$ cat src/rtl/mips_mul_pkg.sv
// Shared definitions for the MIPS32 iterative multiplier and its decoder.
package mips_mul_pkg;

    // Default operand and destination-tag widths
    localparam int DEF_WIDTH = 32;
    localparam int DEF_TAGW  = 5;

    // SPECIAL-opcode funct codes for the signed and unsigned multiply
    localparam logic [5:0] FUNCT_MUL  = 6'h18;
    localparam logic [5:0] FUNCT_MULU = 6'h19;

    // Multiplier control states
    typedef enum logic [1:0] {
        ST_IDLE = 2'd0,
        ST_RUN  = 2'd1,
        ST_DONE = 2'd2
    } mul_state_e;

endpackage : mips_mul_pkg

$ cat src/rtl/mips_mul_unit.sv
// Radix-2 shift-add multiplier for the EX stage: one operand pair at a time,
// fixed WIDTH-cycle latency, full 2*WIDTH-bit product returned with its tag.
module mips_mul_unit
    import mips_mul_pkg::*;
#(
    parameter int WIDTH = DEF_WIDTH,
    parameter int TAGW  = DEF_TAGW
) (
    input  logic               clk1,
    input  logic               rst,
    input  logic               req_valid,
    output logic               req_ready,
    input  logic [WIDTH-1:0]   req_a,
    input  logic [WIDTH-1:0]   req_b,
    input  logic               req_signed,
    input  logic [TAGW-1:0]    req_tag,
    output logic               resp_valid,
    input  logic               resp_ready,
    output logic [WIDTH-1:0]   resp_lo,
    output logic [WIDTH-1:0]   resp_hi,
    output logic [TAGW-1:0]    resp_tag
);

    localparam int CNT_W = $clog2(WIDTH);
    localparam logic [CNT_W-1:0] CNT_LAST = CNT_W'(WIDTH - 1);
    localparam logic [CNT_W-1:0] CNT_ONE  = CNT_W'(1);
    localparam logic [WIDTH-1:0] ONE_W    = WIDTH'(1);

    mul_state_e         r_state;
    logic [2*WIDTH:0]   r_acc;
    logic [WIDTH-1:0]   r_mcand;
    logic [WIDTH-1:0]   r_mplier;
    logic [CNT_W-1:0]   r_cnt;
    logic               r_neg;
    logic               r_req_ready;
    logic               r_resp_valid;
    logic [WIDTH-1:0]   r_resp_lo;
    logic [WIDTH-1:0]   r_resp_hi;
    logic [TAGW-1:0]    r_resp_tag;

    logic [WIDTH-1:0]   w_a_mag;
    logic [WIDTH-1:0]   w_b_mag;
    logic               w_neg;
    logic [WIDTH:0]     w_addend;
    logic [WIDTH:0]     w_upper;
    logic [2*WIDTH:0]   w_acc_next;
    logic [2*WIDTH-1:0] w_prod;
    logic [2*WIDTH-1:0] w_prod_signed;

    // Operand magnitudes and result sign; -2^(WIDTH-1) stays representable unsigned
    always_comb begin
        w_a_mag = req_a;
        w_b_mag = req_b;
        if (req_signed && req_a[WIDTH-1]) begin
            w_a_mag = (~req_a) + ONE_W;
        end else begin
            w_a_mag = req_a;
        end
        if (req_signed && req_b[WIDTH-1]) begin
            w_b_mag = (~req_b) + ONE_W;
        end else begin
            w_b_mag = req_b;
        end
        w_neg = req_signed & (req_a[WIDTH-1] ^ req_b[WIDTH-1]);
    end

    // One shift-add step: conditionally add the multiplicand to the upper half, then shift
    always_comb begin
        w_addend = {1'b0, r_mcand} & {(WIDTH+1){r_mplier[0]}};
        w_upper  = r_acc[2*WIDTH:WIDTH] + w_addend;
        w_acc_next = {w_upper, r_acc[WIDTH-1:0]} >> 1;
        w_prod = w_acc_next[2*WIDTH-1:0];
        if (r_neg) begin
            w_prod_signed = -w_prod;
        end else begin
            w_prod_signed = w_prod;
        end
    end

    // Control FSM, iteration datapath and registered response
    always_ff @(posedge clk1) begin
        if (rst) begin
            r_state      <= ST_IDLE;
            r_acc        <= '0;
            r_mcand      <= '0;
            r_mplier     <= '0;
            r_cnt        <= '0;
            r_neg        <= 1'b0;
            r_req_ready  <= 1'b1;
            r_resp_valid <= 1'b0;
            r_resp_lo    <= '0;
            r_resp_hi    <= '0;
            r_resp_tag   <= '0;
        end else begin
            case (r_state)
                ST_IDLE: begin
                    if (req_valid) begin
                        r_mcand     <= w_a_mag;
                        r_mplier    <= w_b_mag;
                        r_neg       <= w_neg;
                        r_resp_tag  <= req_tag;
                        r_acc       <= '0;
                        r_cnt       <= '0;
                        r_req_ready <= 1'b0;
                        r_state     <= ST_RUN;
                    end else begin
                        r_req_ready <= 1'b1;
                    end
                end
                ST_RUN: begin
                    r_acc    <= w_acc_next;
                    r_mplier <= r_mplier >> 1;
                    r_cnt    <= r_cnt + CNT_ONE;
                    if (r_cnt == CNT_LAST) begin
                        r_resp_lo    <= w_prod_signed[WIDTH-1:0];
                        r_resp_hi    <= w_prod_signed[2*WIDTH-1:WIDTH];
                        r_resp_valid <= 1'b1;
                        r_state      <= ST_DONE;
                    end else begin
                        r_state <= ST_RUN;
                    end
                end
                ST_DONE: begin
                    if (resp_ready) begin
                        r_resp_valid <= 1'b0;
                        r_req_ready  <= 1'b1;
                        r_state      <= ST_IDLE;
                    end else begin
                        r_state <= ST_DONE;
                    end
                end
                default: begin
                    r_state      <= ST_IDLE;
                    r_req_ready  <= 1'b1;
                    r_resp_valid <= 1'b0;
                end
            endcase
        end
    end

    assign req_ready  = r_req_ready;
    assign resp_valid = r_resp_valid;
    assign resp_lo    = r_resp_lo;
    assign resp_hi    = r_resp_hi;
    assign resp_tag   = r_resp_tag;

endmodule : mips_mul_unit

$ cat config.mk
export PLATFORM = sky130hd
export DESIGN_NAME = mips_mul_unit
export DESIGN_NICKNAME = d
export VERILOG_FILES = /design/src/rtl/mips_mul_pkg.sv /design/src/rtl/mips_mul_unit.sv
export SDC_FILE = /design/constraint.sdc
export NUM_CORES = 1
export LEC_CHECK = 0
export ABC_AREA = 0
export CORE_AREA = 10 10 126 242
export CTS_BUF_LIST = sky130_fd_sc_hd__clkbuf_8
export DETAILED_ROUTE_END_ITERATION = 12
export DIE_AREA = 0 0 136 252
export PLACE_DENSITY = 0.65
export SKIP_CTS_REPAIR_TIMING = 1
export SLEW_MARGIN = 25
export SYNTH_ARGS = -nofsm -noshare
export SYNTH_HDL_FRONTEND = slang
export SYNTH_SLANG_ARGS = --single-unit
$ cat constraint.sdc
create_clock -name clk1 -period 5 [get_ports clk1]
set_input_delay 1.5 -clock clk1 [delete_from_list [all_inputs] [get_ports clk1]]
set_output_delay 1.5 -clock clk1 [all_outputs]
set_load 0.005 [all_outputs]
==> out/qor.log <==
[place] detailed-placement wirelength estimate 26.2 mm
[global_route] total routing resource utilization after global routing 0.194
[power] Max IR drop VDD 176 uV
[power] leakage power figure 5.23 nW
[routing] First DRT Iteration DRCs 517
[yosys] area of the mapped netlist 0.0120 mm2
[yosys] part of the Yosys area used for sequential elements 0.343
[yosys] fraction of the mapped netlist area in compound gates 0.245
[routing] number of iterations in the first detailed-routing pass 5
[global_route] number of antenna violations at the first check in global routing 1
[place] number of input and output port buffers inserted 144
[yosys] ys async rst share 0
[die] height of the die 252 um
[clocking] clock tree buffer depth 3
[power] total power 3.71 mW
[critical_path] CP Max Fanout 6
[yosys] number of enable flip-flop cells after synthesis 0
[global_route] pin count of the biggest net entering global routing 114
[yosys] share of cell area taken by muxes after synthesis 0.00593
[finish] area overhead of the layout relative to synthesis 19.8%
[sta] hold violation count in the final report 0
[routing] detailed-route DRC error count 0
[sta] final cycle utilization of the critical path 0.929
[sta] clock skew 0.0415 ns
[yosys] count of different cell masters after synthesis 71
[yosys] simple-gate area share of the yosys netlist 0.229
[critical_path] crit path DAT 5.19 ns
[sta] Slew Limit Fails 0
[clocking] clock-pin slew reported for the worst setup and hold paths after clock tree synthesis 0.07 ns
[power] PwrDens 257 mW/mm2
[die] Starting Density 0.456
[clocking] clock root cell sky130_fd_sc_hd__clkbuf_8
[clocking] H-tree levels 1
[yosys] Synth Area per Inst 7.80 um2
[global_route] global-route wire length before repair 55.2 mm
[clocking] total number of clock tree sinks 206
[yosys] Synth Area in Adders 0.0401
[yosys] gate count after technology mapping 1543
[sta] setup TNS after final layout 0 ns
[finish] net count of the finished layout 1763
[routing] antenna-violating nets left 0
[routing] average wire per standard cell 17.1 um
[clocking] CTS tree built
[sta] shortest clock period the worst path allows after layout 4.64 ns
[yosys] post-synthesis register bit count 206
[die] Die X 136 um
[place] placed cells 1962
[flow_run] max-cap violation count 0
[die] core footprint 0.0264 mm2
[clocking] clock latency on the worst-skew pair 0.63 ns
[sta] worst rel slew slack 0.406
[clocking] number of clock buffers inserted by TritonCTS 31
[finish] post-route insts no fill 2018
[global_route] number of global-route vias before repair 11315
[routing] DR vias/cell 5.66
[sta] Max Clk Rate 215 MHz
[hold_path] Tightest Hold Check Type flop to flop
[sta] total of endpoints with negative setup slack in the final report 0
[status] outcome completed
[critical_path] critical path type flop to flop
[yosys] dominant combinational cell family by area after synthesis compound AO/OA/AOI/OAI gates
[routing] total vias in the final route 11430
[die] Placement Rows 84
[die] Top-Level Pins 145
[critical_path] required time reported for the critical path endpoint 5.55 ns
[routing] WL final 34.5 mm
[yosys] Synth Warn # 0
[yosys] xor and xnor fraction of the mapped netlist area 0.0983
[sta] slew at the pin closest to its max-slew limit 0.890 ns
[sta] RSZ-0062 raised after global routing false
[critical_path] Critical Path Sink Type flop
[die] overall die area 0.0343 mm2
[global_route] total congestion overflow after global routing 0
[yosys] Main synth FF type sky130_fd_sc_hd__dfxtp_1
[place] Final Wtd Congestion 0.918
[critical_path] Critical Path Source Type flop
[yosys] net count of the mapped netlist 1655
[finish] share of cells above drive strength 1 0.0705
## worst max-delay path: stages (launching register included)
cell and delay, ns:
sky130_fd_sc_hd__dfxtp_1 0.34, sky130_fd_sc_hd__and2_1 0.15, sky130_fd_sc_hd__ha_1 0.20, sky130_fd_sc_hd__fa_1 0.43
sky130_fd_sc_hd__a211oi_1 0.42, sky130_fd_sc_hd__o21ai_0 0.34, sky130_fd_sc_hd__a21oi_1 0.26, sky130_fd_sc_hd__xnor2_1 0.10
sky130_fd_sc_hd__or4_2 0.68, sky130_fd_sc_hd__or2_2 0.32, sky130_fd_sc_hd__or4b_1 0.59, sky130_fd_sc_hd__o41a_1 0.42
sky130_fd_sc_hd__xnor2_1 0.14, sky130_fd_sc_hd__a211oi_1 0.22
## cell type report
class	instances	area, um2
Antenna cell	1	2.50
Inverter	13	48.8
Multi-Input combinational cell	1222	7460
Fill cell	2626	12000
Sequential cell	206	4130
Tap cell	344	430
Clock buffer	38	523
Timing Repair Buffer	177	1690
Clock inverter	17	130
## flip-flops by register name (all words and copies together), names as in the netlist
name / flops
resp_hi: 32
resp_lo: 32
r_mplier: 32
r_state: 2
req_ready: 1
r_acc: 63
resp_valid: 1
resp_tag: 5
r_mcand: 32
r_neg: 1
r_cnt: 5
## kinds of logic after synthesis
family | count (synthesis)
xor gates and xnor gates | 135
and+or+nand+nor | 582
adders and majority gates | 38
muxes | 7
DFF | 206
buffers and inverters | 115
AOI/OAI and AO/OA | 460
## metal layers
layer	share of wire	global-route usage
met1	0.37	0.190
met2	0.54	0.373
met3	0.047	0.0285
met4	0.049	0.104
met5	0	0
## synthesized netlist by cell type, types with 9 or more instances
cell	instances	area [um2]
sky130_fd_sc_hd__a22oi_1	59	443
sky130_fd_sc_hd__nor2_1	179	672
sky130_fd_sc_hd__o21ai_0	63	315
sky130_fd_sc_hd__o31ai_1	19	143
sky130_fd_sc_hd__a21oi_1	159	796
sky130_fd_sc_hd__xnor2_1	50	438
sky130_fd_sc_hd__nand4_1	12	75.1
sky130_fd_sc_hd__nor4_1	20	125
sky130_fd_sc_hd__nand3_1	56	280
sky130_fd_sc_hd__ha_1	37	463
sky130_fd_sc_hd__or2_2	9	56.3
sky130_fd_sc_hd__and2_1	43	269
sky130_fd_sc_hd__nand2_1	176	661
sky130_fd_sc_hd__dfxtp_1	206	4120
sky130_fd_sc_hd__o21a_1	9	67.6
sky130_fd_sc_hd__o41ai_1	17	149
sky130_fd_sc_hd__a211oi_1	85	638
sky130_fd_sc_hd__clkbuf_1	90	338
sky130_fd_sc_hd__or3_1	10	62.6
sky130_fd_sc_hd__xor2_1	85	744
sky130_fd_sc_hd__nor3_1	24	120
sky130_fd_sc_hd__inv_1	13	48.8
## per-stage QoR
stage	hold slack, ns	instance area [um2]	setup WS [ns]	utilization
final	0.453	14400	0.355	0.546
after global routing	0.469	14400	0.152	0.546
after CTS	0.452	14400	0.402	0.546
after detailed placement	0.443	13800	0.386	0.522
after global placement	0.441	13800	0.442	0.522
after floorplan	0.427	12000	0.584	-
## path summary, 6_finish.rpt
kind	slack [ns]	start	to	cells after the start
min reg2reg	0.45	r_mcand[20]	r_mcand[20]	2
max	0.36	r_mplier[0]	resp_hi[28]	13
max reg2reg	0.36	r_mplier[0]	resp_hi[28]	13
min	0.45	r_mcand[20]	r_mcand[20]	2
## where the power goes
| group | total [mW] | internal, mW | switching [mW] |
|---|---|---|---|
| combinational | 0.517 | 0.210 | 0.307 |
| sequential | 1.72 | 1.69 | 0.0299 |
| clock | 1.47 | 0.789 | 0.676 |
## cell usage in the layout, fill, tap and decap left out, drive strengths merged, types with 18 or more instances in the layout
| cell | instances |
|---|---|
| nor3 | 24 |
| buf | 34 |
| nor2 | 179 |
| or4 | 18 |
| xnor2 | 50 |
| a211oi | 85 |
| nand3 | 56 |
| a21oi | 159 |
| and2 | 43 |
| o31ai | 20 |
| clkbuf | 38 |
| nor4 | 21 |
| clkdlybuf4s50 | 143 |
| o21ai | 66 |
| a22oi | 59 |
| inv | 23 |
| ha | 37 |
| nand2 | 176 |
| dfxtp | 206 |
| xor2 | 85 |
Note: power is estimated with default switching activity, not from simulation.
